==> src/rtl/io_port_pkg.sv <==
// Port map and defaults shared by the CPU I/O port controller.
package io_port_pkg;

    localparam logic [7:0] INP0       = 8'd0;
    localparam logic [7:0] INP1       = 8'd1;
    localparam logic [7:0] INP2       = 8'd2;
    localparam logic [7:0] SHIFT_AMT  = 8'd2;
    localparam logic [7:0] SHIFT_RES  = 8'd3;
    localparam logic [7:0] SOUND1     = 8'd3;
    localparam logic [7:0] SHIFT_DATA = 8'd4;
    localparam logic [7:0] SOUND2     = 8'd5;
    localparam logic [7:0] WATCHDOG   = 8'd6;

    localparam logic [15:0] WDOG_LIMIT_DEFAULT = 16'd60000;

endpackage

==> src/rtl/sound_port_latch.sv <==
// Sound output port: holds the last written level and pulses the bits that
// went 0->1 on that write for one cycle.
module sound_port_latch #(
    parameter int XLEN = 8
) (
    input  logic            clk,
    input  logic            rst,
    input  logic            wr_en,
    input  logic [XLEN-1:0] wdata,
    output logic [XLEN-1:0] level,
    output logic [XLEN-1:0] trig
);

    always_ff @(posedge clk) begin
        if (rst) begin
            level <= '0;
            trig  <= '0;
        end else begin
            // Edge detect against the level as it stood before this write.
            trig <= wr_en ? (wdata & ~level) : '0;
            if (wr_en) begin
                level <= wdata;
            end
        end
    end

endmodule

==> src/rtl/io_port_ctrl.sv <==
// CPU IN/OUT port controller: switch inputs, shift-register interface,
// two sound latches and a port-6 kicked watchdog.
module io_port_ctrl
    import io_port_pkg::*;
#(
    parameter int          XLEN       = 8,
    parameter logic [15:0] WDOG_LIMIT = WDOG_LIMIT_DEFAULT
) (
    input  logic            clk,
    input  logic            rst,
    input  logic [7:0]      port_addr,
    input  logic [XLEN-1:0] port_wdata,
    input  logic            port_wr,
    input  logic            port_rd,
    output logic [XLEN-1:0] port_rdata,
    output logic            port_rdata_valid,
    input  logic [XLEN-1:0] inp0,
    input  logic [XLEN-1:0] inp1,
    input  logic [XLEN-1:0] inp2,
    output logic [XLEN-1:0] shift_wdata,
    output logic            shift_wenable,
    output logic [2:0]      shift_amount,
    input  logic [XLEN-1:0] shift_result,
    output logic [XLEN-1:0] sound1,
    output logic [XLEN-1:0] sound2,
    output logic [XLEN-1:0] sound1_trig,
    output logic [XLEN-1:0] sound2_trig,
    output logic            wdog_timeout
);

    // Handshake: port_wr and port_rd are single-cycle strobes with no
    // back-pressure. Every strobe is accepted on the edge it is sampled, a
    // read and a write in the same cycle are both serviced, and each read
    // yields exactly one port_rdata_valid pulse on the following cycle.

    logic            wr_shift_amt;
    logic            wr_shift_data;
    logic            wr_sound1;
    logic            wr_sound2;
    logic            wr_wdog;
    logic [XLEN-1:0] rd_mux;
    logic [15:0]     wdog_cnt;
    logic [15:0]     wdog_cnt_next;

    assign wr_shift_amt  = port_wr && (port_addr == SHIFT_AMT);
    assign wr_shift_data = port_wr && (port_addr == SHIFT_DATA);
    assign wr_sound1     = port_wr && (port_addr == SOUND1);
    assign wr_sound2     = port_wr && (port_addr == SOUND2);
    assign wr_wdog       = port_wr && (port_addr == WATCHDOG);

    always_comb begin
        rd_mux = '0;
        case (port_addr)
            INP0:      rd_mux = inp0;
            INP1:      rd_mux = inp1;
            INP2:      rd_mux = inp2;
            SHIFT_RES: rd_mux = shift_result;
            default:   rd_mux = '0;
        endcase
    end

    always_ff @(posedge clk) begin
        if (rst) begin
            port_rdata       <= '0;
            port_rdata_valid <= 1'b0;
        end else begin
            port_rdata_valid <= port_rd;
            if (port_rd) begin
                port_rdata <= rd_mux;
            end
        end
    end

    always_ff @(posedge clk) begin
        if (rst) begin
            shift_amount  <= 3'd0;
            shift_wdata   <= '0;
            shift_wenable <= 1'b0;
        end else begin
            shift_wenable <= wr_shift_data;
            if (wr_shift_amt) begin
                shift_amount <= port_wdata[2:0];
            end
            if (wr_shift_data) begin
                shift_wdata <= port_wdata;
            end
        end
    end

    sound_port_latch #(.XLEN(XLEN)) u_sound1 (
        .clk   (clk),
        .rst   (rst),
        .wr_en (wr_sound1),
        .wdata (port_wdata),
        .level (sound1),
        .trig  (sound1_trig)
    );

    sound_port_latch #(.XLEN(XLEN)) u_sound2 (
        .clk   (clk),
        .rst   (rst),
        .wr_en (wr_sound2),
        .wdata (port_wdata),
        .level (sound2),
        .trig  (sound2_trig)
    );

    // Counter saturates at the limit so the timeout flag stays sticky.
    assign wdog_cnt_next = (wdog_cnt == WDOG_LIMIT) ? wdog_cnt : wdog_cnt + 16'd1;

    always_ff @(posedge clk) begin
        if (rst) begin
            wdog_cnt     <= 16'd0;
            wdog_timeout <= 1'b0;
        end else if (wr_wdog) begin
            wdog_cnt     <= 16'd0;
            wdog_timeout <= 1'b0;
        end else begin
            wdog_cnt <= wdog_cnt_next;
            if (wdog_cnt_next == WDOG_LIMIT) begin
                wdog_timeout <= 1'b1;
            end
        end
    end

endmodule

==> config.mk <==
export PLATFORM = sky130hd
export DESIGN_NAME = io_port_ctrl
export DESIGN_NICKNAME = d
export VERILOG_FILES = /design/src/rtl/io_port_pkg.sv /design/src/rtl/sound_port_latch.sv /design/src/rtl/io_port_ctrl.sv
export SDC_FILE = /design/constraint.sdc
export NUM_CORES = 1
export LEC_CHECK = 0
export BUFFER_PORTS_ARGS = -buffer_cell sky130_fd_sc_hd__buf_2
export CAP_MARGIN = 10
export CORE_AREA = 3 3 89 125
export DETAILED_ROUTE_END_ITERATION = 16
export DIE_AREA = 0 0 92 128
export PLACE_DENSITY_LB_ADDON = 0.08
export SLEW_MARGIN = 20
export SYNTH_ARGS = -nofsm -noshare
export SYNTH_HDL_FRONTEND = slang
export SYNTH_SLANG_ARGS = --single-unit
==> constraint.sdc <==
create_clock -name clk -period 3.1 [get_ports clk]
set_input_delay 0.155 -clock clk [delete_from_list [all_inputs] [get_ports clk]]
set_output_delay 0.155 -clock clk [all_outputs]
set_load 0.01 [all_outputs]
# --- Word level (Yosys, flattened, before mapping) ---
# Cells that the tools add are included.
op_classes:
  add_sub_neg: 1
  n_eq_ne: 8
  n_mux: 2
  bitwise_logic: 6
  reduce_logical: 9
op_table:
  columns: ["op", "count"]
  rows:
  - ["equality test 16 bit (second input constant)", 2]
  - ["one-hot mux 8 bit (4 select lines)", 1]
  - ["equality test 8 x 3 -> 1 bit (second input constant)", 3]
  - ["adder 16 x 1 -> 16 bit (second input constant)", 1]
  - ["bitwise AND 8 bit", 2]
  - ["equality test 8 x 2 -> 1 bit (second input constant)", 2]
  - ["two-way mux 16 bit", 1]
  - ["inverter 8 bit", 2]
  - ["equality test 8 x 1 -> 1 bit (second input constant)", 1]
  - ["logical NOT 8 bit", 1]
  - ["OR reduction 2 bit", 3]
  - ["logical AND 1 bit", 5]
  - ["inverter 1 bit", 2]
totals:
  register_bits: 70
  output_inout_bits: 54
  word_cells: 37

# --- Longest topological paths before layout ---
# Gate-level depths: netlist of run 1.
depth:
  ltp_word: 4
  ltp_mapped: 8

# --- Hierarchy ---
# From an unflattened synthesis of run 1, not the netlist that was laid out.
unflattened:
  cells_unflattened: 306
  area_unflattened_um2: 3140.5
by_module_without_submodules:
  columns: ["module", "instances", "cells_per_inst", "area_per_inst_um2", "seq_area_each_um2"]
  rows:
  - ["io_port_ctrl", 1, 218, 1991.9, 760.7]
  - ["sound_port_latch", 2, 44, 574.3, 320.3]

# --- Worst setup path after synthesis of run 1 ---
# No wires, ideal clock.
synth_timing:
  path_type: "register to register"
  start: "register wdog_cnt[0]"
  end: "register wdog_timeout"
  setup_time_ns: 0.087
  t_arrival_ns: 1.833
  t_required_ns: 3.013
  slack_ns: 1.180
  stages_incl_launch_ff: 8
  cell_sequence: "dfxtp_1 > clkbuf_1 > inv_1 > ha_1 > or4_1 > mux2i_1 > nand4_1 > o31ai_1"
synth_between:
  elab_chain_cells: 3
synth_lines:
  columns: ["element", "line_no", "text"]
  rows:
  - ["start, declared", "io_port_ctrl.sv:42", "logic [15:0] wdog_cnt;"]
  - ["start signal, assigned", "io_port_ctrl.sv:119", "wdog_cnt <= wdog_cnt_next;"]
  - ["adder 16 x 1 -> 16 bit / equality test 16 bit (equally long branches)", "io_port_ctrl.sv:109", "assign wdog_cnt_next = (wdog_cnt == WDOG_LIMIT) ? wdog_cnt : wdog_cnt + 16'd1;"]
  - ["two-way mux 16 bit (*)", "io_port_ctrl.sv:109", null]
  - ["equality test 16 bit (*)", "io_port_ctrl.sv:120", "if (wdog_cnt_next == WDOG_LIMIT) begin"]
  - ["end signal, assigned", "io_port_ctrl.sv:114", "wdog_timeout <= 1'b0;"]
  - ["end signal, assigned", "io_port_ctrl.sv:117", "wdog_timeout <= 1'b0;"]
  - ["end signal, assigned", "io_port_ctrl.sv:121", "wdog_timeout <= 1'b1;"]
  - ["end, declared", "io_port_ctrl.sv:28", "output logic wdog_timeout"]
# Every way passes the cells marked *; elsewhere a longest branch is shown, timed or not.
# A chain may end at the register's enable or synchronous reset.

# --- Final worst setup path of run 1 ---
# Ends and elaborated chain as after synthesis.

==> results of run 1 <==
layout make-up:
type	instances	share of cell area
flip-flops and latches	70	0.350
inverters	5	0.00468
clock buffers	11	0.0606
repair buffers	106	0.133
multi-input cells	217	0.383
well taps	135	0.0421
clock inverters	5	0.0265
sequential cells by signal, indices dropped and copies added, names as in the netlist:
register / count
u_sound1.level: 8
wdog_cnt: 16
wdog_timeout: 1
shift_wdata: 8
u_sound2.level: 8
u_sound1.trig: 8
shift_wenable: 1
u_sound2.trig: 8
port_rdata: 8
shift_amount: 3
port_rdata_valid: 1
per-layer routing:
layer | up-vias | GRT usage | wire length (um)
met4 | 0 | 0.0604 | 132
met1 | 1267 | 0.169 | 3450
li1 | 1295 | - | -
met5 | - | 0 | 0
met2 | 72 | 0.253 | 4390
met3 | 9 | 0.0376 | 424
through the flow:
stage          hold WS, ps  instance area [um^2]   util
2_1_floorplan          299                  3030      -
3_3_place_gp           443                  3660  0.366
3_5_place_dp           439                  3660  0.366
4_1_cts                116                  4010  0.400
5_1_grt                135                  4010  0.400
6_report               122                  4010  0.400
power groups by stage:
stage          logic [mW]  clock network [mW]  registers, mW
5_1_grt             0.132                1.26          0.914
3_5_place_dp        0.120                   0          0.932
4_1_cts             0.121                1.22          0.913
3_3_place_gp        0.120                   0          0.932
2_1_floorplan      0.0677                   0          0.928
6_report            0.118                1.19          0.913
final timing paths:
path | slack (ps) | from | endpoint
setup reg to reg | 790 | wdog_cnt[0]$_SDFF_PP0_ | wdog_timeout$_SDFFE_PP0N_
hold / removal | 120 | port_wdata[5] | u_sound2.level[5]$_SDFFE_PP0P_
setup / recovery | 790 | wdog_cnt[0]$_SDFF_PP0_ | wdog_timeout$_SDFFE_PP0N_
hold reg to reg | 450 | u_sound1.level[1]$_SDFFE_PP0P_ | u_sound1.trig[1]$_SDFF_PP0_
worst max-delay path, delay by kind of cell, from the launching register on:
family                     cells  cell delay [ps]
AOI/OAI and AO/OA              3              740
adders and majority gates      1              370
DFF                            1              510
and+or+nand+nor                2              600
cells by family (layout without fill, tap and decap cells):
logic type	count (synthesis)	in the layout	synth area share
compound gates	30	30	0.0586
xor+xnor	14	14	0.0404
fa+ha+maj	2	2	0.00825
buf+inv	23	127	0.0314
flops	70	70	0.462
mux	28	28	0.125
simple gates	143	143	0.274
cell usage in the layout, fill, tap and decap left out, types with 8 or more instances in the layout:
master	synthesis	routed
dfxtp_1	70	70
xnor2_1	9	9
nand2_1	14	14
nor3b_1	9	9
nand4_1	8	8
nand2b_1	8	8
nor3b_2	8	8
a21oi_1	21	21
clkbuf_16	0	9
nor2_1	43	43
mux2i_1	20	20
mux4_2	8	8
buf_2	4	105
nand3_1	24	24
==> results.yml, run 1 <==
run_status:
  status: "finished clean"
route:
  drtIter0Drc: 77
  drc: 0
  via_per_inst: 4.81
  wl_per_cell_um: 15.3
  ant_nets: 0
  dr.pass1.iters: 4
  vias: 2643
  drt-total-wl_um: 8400
critical_path:
  critPathCaptureType: "flip-flop"
  worst-r2r-cell-count: 6
  arrival_ps: 2550
  startpoint_type: "flip-flop"
  crit_chain: "ha_1 > nand4_1 > nor2_1 > o211ai_1 > a2111o_1 > o31ai_1"
  worstPathRequired_ps: 3340
  critPathKind: "reg2reg"
  cp_slowest_cell: "dfxtp_1"
  max_stage_delay_ps: 510
  worstPathMaxFanout: 9
power_and_ir_drop:
  seqPwrFrac: 0.411
  p_clk_frac: 0.536
  p_leak_nw: 1.77
  power.switching_mw: 0.449
  p_int_mw: 1.77
  ir_drop_uv: 319
  powerDensity_nw_per_um2: 554
  pwr-share-comb: 0.053
  total_power_mw: 2.22
  p_sw_frac: 0.202
timing:
  skew_ps: 3.33
  setup_slack_ps: 789
  setup_tns_ps: 0
  drv_slew: 0
  max_slew_margin: 0.496
  hold_viol_final: 0
  worst_pin_slew_ps: 755
  setup_viol: 0
  rsz0062_at_grt: "false"
  fin_crit_sh: 0.745
  min_period_ps: 2310
  max_freq_mhz: 433
placed_design:
  io_buffers: 105
  place_ws_ps: 671
  dp.cells: 533
  gp_congestion: 0.845
  dp_hpwl_um: 6300
grt:
  antenna_found_initial: 0
  grt_use_total: 0.145
  overflow: 0
  grt_first_pass_wirelength_um: 13400
  first_global_vias: 2585
  grt_max_degree: 42
logic_synthesis:
  synth.distinct_cells: 45
  yosysMostFrequentCell: "dfxtp_1"
  yosys_warnings: 0
  synth_common_cells: "dfxtp_1 (70), nor2_1 (43), nand3_1 (24), a21oi_1 (21), mux2i_1 (20)"
  synth_top_area_share: 0.462
  ys_seq_area_frac: 0.462
  synth_edf_count: 0
  synth-main-ff-cell: "dfxtp_1"
  synth_nets: 364
  syn_area_um2: 3030
  synth_area_leader_cell: "dfxtp_1"
  synth.ff_latch_count: 70
  async_flop_share: 0
  synth_area_per_cell_um2: 9.78
  synth_area_leaders: "dfxtp_1 (46%), mux2i_1 (6.6%), mux4_2 (5.9%)"
  syn_inst: 310
cts:
  cts_buffer_depth: 2
  clockRootBuffer: "clkbuf_16"
  cts.reportedPaths.clkPinSlew_ps: 60
  clock_sinks: 70
  clk_latency_ps: 330
  postCtsHoldBufs: 0
  htree_levels: 3
  cts_made_buffers: 9
  cts_tree: "done"
  post_cts_buffers: 0
  cts.repair.resized: 0
floorplan:
  dieArea_um2: 11800
  ios: 106
  die_h_um: 128
  initial_core_util: 0.303
  fp.dieW_um: 92
  coreArea_um2: 10000
  placementRows: 43
final_layout:
  fillerInstances: 1052
  diodes: 0
  multi_input_area_um2: 1540
  fin_cells: 549
  nNetsFinal: 463
  syn_to_final_growth_pct: 32.1
  drive_above_1_share: 0.345
  register_area_um2: 1400
min_path:
  hold_depth: 3
  hp-class: "in2reg"
flow_run:
  cap_violations: 0
No activity file was read; power rests on OpenSTA's default activity.
==> run 2: changes to the inputs <==
--- a/config.mk
+++ b/config.mk
@@ -5,11 +5,12 @@
 export SDC_FILE = /design/constraint.sdc
 export NUM_CORES = 1
 export LEC_CHECK = 0
+export ABC_AREA = 1
 export BUFFER_PORTS_ARGS = -buffer_cell sky130_fd_sc_hd__buf_2
 export CAP_MARGIN = 10
-export CORE_AREA = 3 3 89 125
+export CORE_AREA = 3 3 91 128
 export DETAILED_ROUTE_END_ITERATION = 16
-export DIE_AREA = 0 0 92 128
+export DIE_AREA = 0 0 94 131
 export PLACE_DENSITY_LB_ADDON = 0.08
 export SLEW_MARGIN = 20
 export SYNTH_ARGS = -nofsm -noshare
==> constraint.sdc (replaced) <==
create_clock -name clk -period 2 [get_ports clk]
set_input_delay 0.1 -clock clk [delete_from_list [all_inputs] [get_ports clk]]
set_output_delay 0.1 -clock clk [all_outputs]
set_load 0.01 [all_outputs]
==> run 2 against run 1 <==
  * Cell count increased by 27%
  * Power increased by 54%
  * Setup slack got worse by 500 ps
  * Maximum frequency increased by 35%
  * Utilization decreased by 0.74 points
  * Critical path depth increased by 8
  * Clock power increased by 55%
  * Sequential power increased by 54%
  * Clock-buffer cell count decreased by 2
  * Area after synthesis increased by 4.0%
  * Synthesized cell count increased by 42%
  * Critical endpoint unchanged
==> results.yml, run 2 <==
power_and_ir_drop:
  seqPwrFrac: 0.412
  p_leak_nw: 2.00
  power.switching_mw: 0.733
  p_clk_frac: 0.540
  p_int_mw: 2.69
  ir_drop_uv: 446
  p_sw_frac: 0.214
  pwr-share-comb: 0.048
  powerDensity_nw_per_um2: 815
critical_path:
  crit_path_end: "wdog_timeout$_SDFFE_PP0N_"
  arrival_ps: 1980
  crit_start: "wdog_cnt[0]$_SDFF_PP0_"
  startpoint_type: "flip-flop"
  cp_common_cell: "nor2_1"
  cp_top_family: "simple AND/OR/NAND/NOR gates"
  worstPathRequired_ps: 2270
  r2r_start: "wdog_cnt[0]$_SDFF_PP0_"
  cp.depth: 14
  crit_chain: "inv_1 > ha_1 > inv_1 > nor2_1 > nand2_1 > nor2_1 > nand2_1 > nand2_1 > nand2_1 > nor2_1 > nand3_1 > nor2_1 > nor2_1 > nor2_1"
  max_stage_delay_ps: 360
  r2r-end: "wdog_timeout$_SDFFE_PP0N_"
  r2r_slack_ps: 290
  worst-r2r-cell-count: 14
  critPathCaptureType: "flip-flop"
  worstPathMaxFanout: 4
  critPathKind: "reg2reg"
  crit_buf_inv: 2
  cp_slowest_cell: "dfxtp_1"
final_layout:
  register_area_um2: 1400
  fin_util: 0.393
  syn_to_final_growth_pct: 33.4
  fillerInstances: 1187
  multi_input_area_um2: 1510
  diodes: 0
  layout_commonest_cell: "buf_2"
  nNetsFinal: 607
  largest_reg_flops: 16
  top_register: "wdog_cnt"
  final_cell_mix: "buf_2 (105), nand2_1 (87), dfxtp_1 (70)"
  drive_above_1_share: 0.285
grt:
  grt_max_degree: 33
  grt_use_total: 0.160
  overflow: 0
  antenna_found_initial: 0
  first_global_vias: 3167
  grt_first_pass_wirelength_um: 15100
cts:
  cts.repair.resized: 0
  cts_made_buffers: 9
  clk_latency_ps: 330
  clock_sinks: 70
  clockRootBuffer: "clkbuf_16"
  post_cts_buffers: 0
  postCtsHoldBufs: 0
  htree_levels: 3
  cts.reportedPaths.clkPinSlew_ps: 60
  cts_tree: "done"
  cts_buffer_depth: 2
logic_synthesis:
  synth_area_leader_cell: "dfxtp_1"
  synth.distinct_cells: 30
  synth_area_leaders: "dfxtp_1 (44%), nand2_1 (10%), nand3_1 (7.6%)"
  synth-main-ff-cell: "dfxtp_1"
  ys_seq_area_frac: 0.444
  synth_top_area_share: 0.444
  syn_area_um2: 3150
  synth_common_cells: "nand2_1 (87), dfxtp_1 (70), nor2_1 (62), nand3_1 (48), inv_1 (44)"
  synth_edf_count: 0
  yosys_warnings: 0
  async_flop_share: 0
  yosysMostFrequentCell: "nand2_1"
  syn_inst: 441
  synth_nets: 495
  synth_area_per_cell_um2: 7.15
  synth.ff_latch_count: 70
floorplan:
  placementRows: 45
  ios: 106
  dieArea_um2: 12300
  fp.dieW_um: 94
  die_h_um: 131
  initial_core_util: 0.295
  coreArea_um2: 10700
route:
  vias: 3166
  drtIter0Drc: 80
  dr.pass1.iters: 4
  ant_nets: 0
  drt-total-wl_um: 9250
  via_per_inst: 4.53
  wl_per_cell_um: 13.2
  drc: 0
timing:
  worst_pin_slew_ps: 406
  hold_viol_final: 0
  max_slew_margin: 0.728
  rsz0062_at_grt: "false"
  max_freq_mhz: 585
  drv_slew: 0
  min_period_ps: 1710
  setup_tns_ps: 0
  skew_ps: 4.73
  setup_viol: 0
  fin_crit_sh: 0.855
placed_design:
  gp_congestion: 0.817
  dp_hpwl_um: 7370
  io_buffers: 105
flow_run:
  cap_violations: 0
min_path:
  hp-class: "in2reg"
run_status:
  status: "finished clean"
==> run 2: cell count changes in the layout (fill, tap and decap cells not counted), sizes merged, moves of 4 or more <==
cell    previous run  this run
nand2b             8         0
o21ai              1        45
nand2             15        93
clkinv             1         5
nor2              43        72
xnor2              9         0
nor2b              4         0
mux2i             20         0
mux4               8         0
nand3             24        52
inv                5        52
nor3b             17         0
==> run 2: layout make-up <==
type,count,area share
clock buffers,9,0.0536
clock inverters,7,0.0289
inverters,53,0.0473
multi-input cells,310,0.360
flip-flops and latches,70,0.333
well taps,141,0.0420
repair buffers,109,0.135
==> run 2: per-stage QoR <==
| step | total power, mW | hold WS (ps) | setup WS [ps] | area [um^2] | instances |
|---|---|---|---|---|---|
| floorplan | 1.52 | 177 | 527 | 3150 | 441 |
| global placement | 1.61 | 367 | 295 | 3860 | 683 |
| detailed placement | 1.61 | 371 | 275 | 3860 | 683 |
| CTS | 3.49 | 12.6 | 253 | 4210 | 699 |
| global route | 3.57 | 28.5 | 65.5 | 4210 | 699 |
| finish | 3.43 | 25.2 | 291 | 4210 | 699 |
==> run 2: per-layer routing <==
metal | up-vias | GRT usage | share of wire
met4 | 0 | 0.0536 | 0.017
met2 | 62 | 0.295 | 0.54
met1 | 1438 | 0.172 | 0.40
met5 | - | 0 | 0
met3 | 11 | 0.0487 | 0.040
li1 | 1655 | - | -
==> run 2: worst min path at each step <==
stage,startpoint,to,depth (start not counted),slack [ps]
2_1_floorplan,rst,u_sound2.trig[6]$_SDFF_PP0_,1,180
3_3_place_gp,port_wdata[6],u_sound1.trig[6]$_SDFF_PP0_,3,370
3_5_place_dp,port_wdata[6],u_sound1.trig[6]$_SDFF_PP0_,3,370
4_1_cts,port_wdata[6],u_sound1.trig[6]$_SDFF_PP0_,3,10
5_1_grt,port_wdata[6],u_sound1.trig[6]$_SDFF_PP0_,3,30
6_report,port_wdata[6],u_sound1.trig[6]$_SDFF_PP0_,3,30
==> run 2: power groups by stage <==
stage / registers (mW) / clock network [mW] / logic (mW)
5_1_grt: 1.41 / 1.97 / 0.187
6_report: 1.41 / 1.85 / 0.164
3_3_place_gp: 1.44 / 0 / 0.165
3_5_place_dp: 1.44 / 0 / 0.166
4_1_cts: 1.41 / 1.91 / 0.167
2_1_floorplan: 1.44 / 0 / 0.0741
==> run 2: cell families after synthesis <==
group / Yosys count / synth area share
AO/OA/AOI/OAI: 69 / 0.113
buffers and inverters: 61 / 0.0754
flip-flops: 70 / 0.444
AND/OR/NAND/NOR: 236 / 0.351
XOR/XNOR: 3 / 0.00833
adder cells (fa/ha/maj): 2 / 0.00794
==> run 2: tightest hold or removal path, stage by stage <==
cell and delay (ps):
buf_2 110, nand3_2 70, nor2_1 40
